`src/rtl/video_timing_gen.sv`:
```
// ---------------------------------------------------------------------------
// video_timing_gen
//   Parametrised raster timing generator. Free-running horizontal (h) and
//   vertical (v) counters are decoded into raw timing flags. The flags pass
//   through a DELAY-stage register chain, so every output lines up with the
//   downstream pixel-fetch latency.
//
// Ports
//   clk          pixel clock
//   rst          synchronous reset, active-high, highest priority
//   en           clock enable; counters and pipeline advance only when 1
//   resync       genlock restart; loads h=0, v=0 (pipeline is not flushed)
//   de           active video
//   hblank       horizontal blanking (h >= H_ACTIVE)
//   vblank       vertical blanking (v >= V_ACTIVE)
//   hsync        horizontal sync, asserted level HS_POL
//   vsync        vertical sync, asserted level VS_POL
//   line_start   strobe for h == 0
//   frame_start  strobe for h == 0 and v == 0
//   pix_x/pix_y  h/v carried through the same pipeline (VTG_XY_OUT_EN only)
//
// Configuration macro
//   VTG_XY_OUT_EN  when defined, adds the pix_x / pix_y outputs.
// ---------------------------------------------------------------------------
module video_timing_gen #(
    parameter int H_ACTIVE = 1024,
    parameter int H_FP     = 24,
    parameter int H_SYNC   = 136,
    parameter int H_BP     = 160,
    parameter int V_ACTIVE = 768,
    parameter int V_FP     = 3,
    parameter int V_SYNC   = 6,
    parameter int V_BP     = 29,
    parameter int HS_POL   = 0,
    parameter int VS_POL   = 0,
    parameter int DELAY    = 8,
    parameter int CNT_W    = 12
) (
    input  logic             clk,
    input  logic             rst,
    input  logic             en,
    input  logic             resync,
    output logic             de,
    output logic             hblank,
    output logic             vblank,
    output logic             hsync,
    output logic             vsync,
    output logic             line_start,
    output logic             frame_start
`ifdef VTG_XY_OUT_EN
    ,
    output logic [CNT_W-1:0] pix_x,
    output logic [CNT_W-1:0] pix_y
`endif
);

    localparam int H_TOTAL = H_ACTIVE + H_FP + H_SYNC + H_BP;
    localparam int V_TOTAL = V_ACTIVE + V_FP + V_SYNC + V_BP;

    // All decode thresholds are strictly below the totals, so they fit CNT_W.
    localparam logic [CNT_W-1:0] H_ACT_C   = CNT_W'(H_ACTIVE);
    localparam logic [CNT_W-1:0] H_SYNC_LO = CNT_W'(H_ACTIVE + H_FP);
    localparam logic [CNT_W-1:0] H_SYNC_HI = CNT_W'(H_ACTIVE + H_FP + H_SYNC);
    localparam logic [CNT_W-1:0] H_LAST    = CNT_W'(H_TOTAL - 1);
    localparam logic [CNT_W-1:0] V_ACT_C   = CNT_W'(V_ACTIVE);
    localparam logic [CNT_W-1:0] V_SYNC_LO = CNT_W'(V_ACTIVE + V_FP);
    localparam logic [CNT_W-1:0] V_SYNC_HI = CNT_W'(V_ACTIVE + V_FP + V_SYNC);
    localparam logic [CNT_W-1:0] V_LAST    = CNT_W'(V_TOTAL - 1);

    localparam logic HS_ON = (HS_POL != 0);
    localparam logic VS_ON = (VS_POL != 0);

`ifndef SYNTHESIS
    localparam longint CNT_RANGE = 64'd1 << CNT_W;
    if (longint'(H_TOTAL) > CNT_RANGE || longint'(V_TOTAL) > CNT_RANGE) begin : g_bad_total
        $error("video_timing_gen: H_TOTAL/V_TOTAL exceed 2**CNT_W");
    end
    if (DELAY < 1) begin : g_bad_delay
        $error("video_timing_gen: DELAY must be >= 1");
    end
`endif

    typedef struct packed {
        logic             de;
        logic             hblank;
        logic             vblank;
        logic             hsync;
        logic             vsync;
        logic             line_start;
        logic             frame_start;
`ifdef VTG_XY_OUT_EN
        logic [CNT_W-1:0] x;
        logic [CNT_W-1:0] y;
`endif
    } stage_t;

    localparam stage_t IDLE = '{
        default: '0,
        hblank:  1'b1,
        vblank:  1'b1,
        hsync:   ~HS_ON,
        vsync:   ~VS_ON
    };

    logic [CNT_W-1:0] h, v;
    logic [CNT_W-1:0] h_next, v_next;
    stage_t           raw;
    stage_t           pipe [DELAY];

    // NOTE: every variable written here gets a default first, so no path
    // leaves it unassigned and no latch is inferred.
    always_comb begin
        h_next = h + 1'b1;
        v_next = v;
        if (h == H_LAST) begin
            h_next = '0;
            v_next = (v == V_LAST) ? '0 : v + 1'b1;
        end
    end

    always_comb begin
        raw             = IDLE;
        raw.hblank      = (h >= H_ACT_C);
        raw.vblank      = (v >= V_ACT_C);
        raw.de          = !raw.hblank && !raw.vblank;
        // vsync is decoded from v alone, so its edges fall on h == 0.
        raw.hsync       = (h >= H_SYNC_LO && h < H_SYNC_HI) ? HS_ON : ~HS_ON;
        raw.vsync       = (v >= V_SYNC_LO && v < V_SYNC_HI) ? VS_ON : ~VS_ON;
        raw.line_start  = (h == '0);
        raw.frame_start = (h == '0) && (v == '0);
`ifdef VTG_XY_OUT_EN
        raw.x           = h;
        raw.y           = v;
`endif
    end

    // Priority: rst, then resync (counters only, pipeline holds), then en.
    // NOTE: state is updated with non-blocking assignments so every register
    // samples pre-edge values and the chain shifts by exactly one stage.
    always_ff @(posedge clk) begin
        if (rst) begin
            h <= '0;
            v <= '0;
            // NOTE: every pipeline stage is reset, not only the counters,
            // so the outputs show idle levels on the cycle after reset.
            for (int i = 0; i < DELAY; i++) begin
                pipe[i] <= IDLE;
            end
        end else if (resync) begin
            h <= '0;
            v <= '0;
        end else if (en) begin
            h       <= h_next;
            v       <= v_next;
            pipe[0] <= raw;
            for (int i = 1; i < DELAY; i++) begin
                pipe[i] <= pipe[i-1];
            end
        end
    end

    assign de          = pipe[DELAY-1].de;
    assign hblank      = pipe[DELAY-1].hblank;
    assign vblank      = pipe[DELAY-1].vblank;
    assign hsync       = pipe[DELAY-1].hsync;
    assign vsync       = pipe[DELAY-1].vsync;
    assign line_start  = pipe[DELAY-1].line_start;
    assign frame_start = pipe[DELAY-1].frame_start;
`ifdef VTG_XY_OUT_EN
    assign pix_x       = pipe[DELAY-1].x;
    assign pix_y       = pipe[DELAY-1].y;
`endif

endmodule
```
`config.mk`:
```
export PLATFORM = sky130hd
export DESIGN_NAME = video_timing_gen
export DESIGN_NICKNAME = d
export VERILOG_FILES = /design/src/rtl/video_timing_gen.sv
export SDC_FILE = /design/constraint.sdc
export NUM_CORES = 1
export LEC_CHECK = 0
export ABC_CLOCK_PERIOD_IN_PS = 4900
export BUFFER_PORTS_ARGS = -buffer_cell sky130_fd_sc_hd__buf_2
export CAP_MARGIN = 20
export CORE_ASPECT_RATIO = 1.5
export CORE_MARGIN = 2
export CORE_UTILIZATION = 45
export DETAILED_ROUTE_END_ITERATION = 8
export SYNTH_ARGS = -nofsm -noshare
export SYNTH_HDL_FRONTEND = slang
export SYNTH_SLANG_ARGS = --single-unit
export TNS_END_PERCENT = 5
```
`constraint.sdc`:
```
create_clock -name clk -period 4.9 [get_ports clk]
set_input_delay 0 -clock clk [delete_from_list [all_inputs] [get_ports clk]]
set_output_delay 0 -clock clk [all_outputs]
set_load 0.03 [all_outputs]
```
---- Word-level counts from Yosys, hierarchy flattened ----
Memories as Yosys holds them, arrays and structs flattened.
Cells that the tools add are included.
Widths: inputs -> output; s select.
storage, ports and cells
  word-level logic and storage cells ...... 49
  memory bits (writable) .................. 56
  bits in registers ....................... 24
  output and inout bits ................... 7
  memories ................................ 1
  input port bits ......................... 4
memories
  name  words  bits a word  read ports  clocked after memory_dff  wr ports  line  text
  pipe  8      7            8           0                         8         108   stage_t pipe [DELAY];
cells by class
  multiplexer cells ....................... 18
  equality and inequality tests ........... 2
  magnitude comparators ................... 6
  bitwise operators ....................... 8
  add/subtract/negate cells ............... 2
  reduce and logical (&&, ||, !) cells .... 10
operators with widths
  operator               count
  $mux 7                 8
  $add 12x1->12 const B  2
  $ge 12x10->1 const B   2
  $ge 12x11->1 const B   2
  $logic_not 12->1       2
  $mux 12                2
  $eq 12x10->1 const B   1
  $eq 12x11->1 const B   1
  $lt 12x10->1 const B   1
  $lt 12x11->1 const B   1
  $mux 1                 8
  $or 1x1->1             8
  $logic_and 1x1->1      4
  $logic_not 1->1        2
  $reduce_and 2->1       1
  $reduce_or 2->1        1

---- Longest topological paths before layout ----
  word-level depth ........................ 5
  gate-level depth with buffers ........... 7
  gate-level depth less buffers ........... 6

---- Worst setup path before layout ----
OpenSTA, ideal clock, no wires.
  path kind ............................... input to register
  start ................................... in rst
  end ..................................... mem pipe[0][0] in the netlist's numbering (enable)
  data required time ...................... 4.477 ns
  arrival time ............................ 1.877 ns
  library setup time ...................... 0.423 ns
  cell stages on the path ................. 3
  path slack .............................. 2.600 ns
  path buffers ............................ 2
  path through ............................ clkbuf_1 -> clkbuf_1 -> nand2b_1
RTL lines
  item         line  text
  from (decl)  40    input logic rst,
  to (decl)    108

---- Worst setup path after layout ----
  start ................................... reg h[0]
  end ..................................... reg v[11]
between the ends
  cells in the longest elaborated chain, start to end .. 2
ends and longest elaborated chain
  item                               line  text
  from (decl)                        105   logic [CNT_W-1:0] h, v;
  from (signal assigned)             153   h <= h_next;
  $eq 12x11->1                       115   if (h == H_LAST) begin
  $reduce_and 2->1 (no source line)  -
  to (signal assigned)               154   v <= v_next;
  to (decl)                          105
Every way passes these cells.
A chain may end at the register's enable or synchronous reset.

==> metrics.log <==
INFO  metric die_area = around 8500 µm²
INFO  metric final_design_area_no_fill = 3870 µm²
INFO  metric grtUsageTotal = 0.156
INFO  metric num-nets-final = around 300
INFO  metric crit-reg2reg-launch = h[0]
INFO  metric synth-edff-count = 56
INFO  metric number_of_nets_still_failing_antenna_checks_after_routing = 0
INFO  metric power_leakage = 1.17 nW
INFO  metric placed_area = 3610 µm²
INFO  metric final-max-slew-violation-count = 0
INFO  metric power_frac_comb = 0.033
INFO  metric result_of_the_run = finished clean
INFO  metric tightest_slew = approximately 0.78 ns
INFO  metric r2r_setup_slack = 2.65 ns
INFO  metric critical_path.endpoint_type = flop
INFO  metric drt-wirelength-per-cell = 14.5 µm
INFO  metric power_per_cell_area = around 350 nW/µm²
INFO  metric ratio_of_cells_with_drive_above_1_in_the_final_layout = 0.151
INFO  metric final.setup.tns = 0 ns
INFO  metric detail_route.vias_per_cell = 5.36
INFO  metric cts_hold_buf = 0
INFO  metric final_min_period_over_clock_period = 0.460
INFO  metric antenna_found_initial = 0
INFO  metric initial_utilization = 0.460
INFO  metric setup_viol = 0
INFO  metric p_int = 1.09 mW
INFO  metric synth_area_per_cell = 12.2 µm²
INFO  metric detailedRoute.firstIterationViolations = about 180
INFO  metric synth_sequential_area_ratio = 0.622
INFO  metric hp-class = primary input to flop
INFO  metric synth.net_count = 296
INFO  metric tritoncts.num_buffers = 9
INFO  metric skew_pair_late_insertion_delay = 0.33 ns
INFO  metric n_antenna_cell = 0
INFO  metric grt_start_max_net_pins = 45
INFO  metric arrival = 2.48 ns
INFO  metric grt_pass1_vias = 2,128
INFO  metric grt.overflow.total = 0
INFO  metric clock_power_share = 0.419
INFO  metric synthDistinctLibCells = 50
INFO  metric cts.path.max_buffers = 2
INFO  metric r2r_end = v[11]
INFO  metric synth_ff_type = sky130_fd_sc_hd__edfxtp_1
INFO  metric grt_setup_unrepaired = no
INFO  metric worst_r2r_path_depth = 6
INFO  metric synthCells = 286
INFO  metric drt-pass1-iter-count = 4
INFO  metric layout.cells.most_common_list = 56 x sky130_fd_sc_hd__edfxtp_1, 29 x sky130_fd_sc_hd__or3_1, 24 x sky130_fd_sc_hd__dfxtp_1
INFO  metric post_cts_buffers = 0
INFO  metric cap_viol_max_count = 0
INFO  metric grt_first_pass_wirelength = ~10000 µm
INFO  metric critical_path_required = 5.12 ns
INFO  metric number_of_gates_given_a_new_drive_strength_after_cts = 0
INFO  metric hpwl = 3650 µm
INFO  metric p_switching = 0.269 mW
INFO  metric synthArstFlopShare = 0
INFO  metric clock_tree.root_cell = sky130_fd_sc_hd__clkbuf_16
INFO  metric core-area = 7560 µm²
INFO  metric vdd_ir_drop_max = 0.000201 V
INFO  metric routed_wl = 5810 µm
INFO  metric path_clk_slew = roughly 0.05 ns
INFO  metric power.share.sequential = 0.548
INFO  metric fp.dieW = 75.8 µm
INFO  metric num_vias = 2,150
INFO  metric timing.critical_path.from_type = flop
INFO  metric cts_tree = done
INFO  metric timing.max_slew.rel_slack = 0.474
INFO  metric synth_seq_cells = 80
INFO  metric place_congestion = 0.821
INFO  metric power.switching_fraction = 0.198
INFO  metric fin_skew = approximately 0.0053 ns
INFO  metric fp.dieH = 112 µm
INFO  metric row_count = 39
INFO  metric post_synth_design_cell_area = 3480 µm²
INFO  metric syn_to_final_growth = 11.2%
INFO  metric layout.cells.most_common = sky130_fd_sc_hd__edfxtp_1
INFO  metric worstSetupPathType = flop to flop
INFO  metric number_of_hold_slack_violations_in_the_final_timing_report = 0
INFO  metric achievable-frequency = 0.444 GHz
INFO  metric clkSinkCount = 80
INFO  metric fin_hold_ws = 0.0313 ns
INFO  metric num_io_pins = 11
INFO  metric minimum_clock_period = approximately 2.3 ns
INFO  metric io_buffers = 10
INFO  metric crit_fanout = 9
INFO  metric fillerInstances = 676
INFO  metric crit_start = h[0]
INFO  metric cts_max_level = 3
INFO  metric setup.worst_path.end = v[11]
INFO  metric remaining_drc_errors = 0
INFO  metric ys_warn_count = 0
## critical path, cell delays in order (launching register included)
cell,delay (ns)
sky130_fd_sc_hd__dfxtp_1,0.35
sky130_fd_sc_hd__ha_1,0.21
sky130_fd_sc_hd__nand3_1,0.25
sky130_fd_sc_hd__o41ai_2,0.80
sky130_fd_sc_hd__buf_4,0.30
sky130_fd_sc_hd__nand2_1,0.06
sky130_fd_sc_hd__o22a_1,0.17
## routing by layer
metal / vias up / share of wire / track usage
met4: 0 / 0.026 / 0.0877
met1: 1028 / 0.45 / 0.193
met3: 11 / 0.023 / 0.0326
met2: 27 / 0.50 / 0.247
met5: - / 0 / 0
li1: 1084 / - / -
## registers in the layout (all words and copies together) (netlist names)
| name | count |
|---|---|
| h | 12 |
| pipe | 56 |
| v | 12 |
## logic make-up (layout without fill, tap and decap cells)
group | count (synthesis) | after routing | share of synthesized area
buffers and inverters | 24 | 37 | 0.0284
AOI/OAI and AO/OA | 35 | 35 | 0.0763
xor gates and xnor gates | 7 | 7 | 0.0176
DFF | 80 | 80 | 0.622
and+or+nand+nor | 133 | 133 | 0.231
adders and majority gates | 6 | 6 | 0.0216
muxes | 1 | 1 | 0.00324
## power by group through the flow
| stage | clock network [mW] | logic (mW) | registers [mW] |
|---|---|---|---|
| CTS | 0.586 | 0.0457 | 0.745 |
| floorplan | 0 | 0.0284 | 0.763 |
| global placement | 0 | 0.0443 | 0.759 |
| global route | 0.620 | 0.0513 | 0.746 |
| finish | 0.569 | 0.0450 | 0.745 |
| detailed placement | 0 | 0.0457 | 0.759 |
## worst min-delay path by stage
stage	cells past startpoint	start	slack [ns]	end
2_1_floorplan	2	en	0.20	h[0]
3_3_place_gp	4	resync	0.37	v[7]
3_5_place_dp	3	resync	0.38	h[1]
4_1_cts	3	resync	0.02	h[1]
5_1_grt	3	resync	0.04	h[1]
6_report	3	resync	0.03	h[1]
## Yosys cell counts (6+ instances only)
cell,count,share of area
sky130_fd_sc_hd__inv_1,8,0.0086
sky130_fd_sc_hd__nand2_1,10,0.011
sky130_fd_sc_hd__ha_1,6,0.022
sky130_fd_sc_hd__nand4_1,7,0.013
sky130_fd_sc_hd__or2_2,11,0.020
sky130_fd_sc_hd__edfxtp_1,56,0.48
sky130_fd_sc_hd__and2_1,17,0.031
sky130_fd_sc_hd__or3_1,29,0.052
sky130_fd_sc_hd__nor2b_1,6,0.011
sky130_fd_sc_hd__nand3_1,6,0.0086
sky130_fd_sc_hd__a21oi_1,10,0.014
sky130_fd_sc_hd__nor3_1,7,0.010
sky130_fd_sc_hd__nor2_1,14,0.015
sky130_fd_sc_hd__clkbuf_1,12,0.013
sky130_fd_sc_hd__dfxtp_1,24,0.14
sky130_fd_sc_hd__nor4_1,7,0.013
## stage by stage
| stage | utilization | std cells | total power [mW] | setup WS, ns |
|---|---|---|---|---|
| floorplan | - | 286 | 0.792 | 2.60 |
| global placement | 0.478 | 385 | 0.803 | 2.34 |
| detailed placement | 0.478 | 385 | 0.804 | 2.24 |
| CTS | 0.510 | 400 | 1.38 | 2.58 |
| global route | 0.511 | 401 | 1.42 | 2.46 |
| finish | 0.511 | 401 | 1.36 | 2.65 |
## layout make-up
| type | count | area [µm²] | share of cell area |
|---|---|---|---|
| clock buffers | 13 | 240 | 0.0621 |
| clock inverters | 2 | 7.51 | 0.00194 |
| inverters | 8 | 30.0 | 0.00776 |
| multi-input cells | 182 | 1220 | 0.315 |
| flip-flops and latches | 80 | 2160 | 0.559 |
| well taps | 102 | 128 | 0.0330 |
| repair buffers | 14 | 80.1 | 0.0207 |
(Power assumes the default switching activity.)
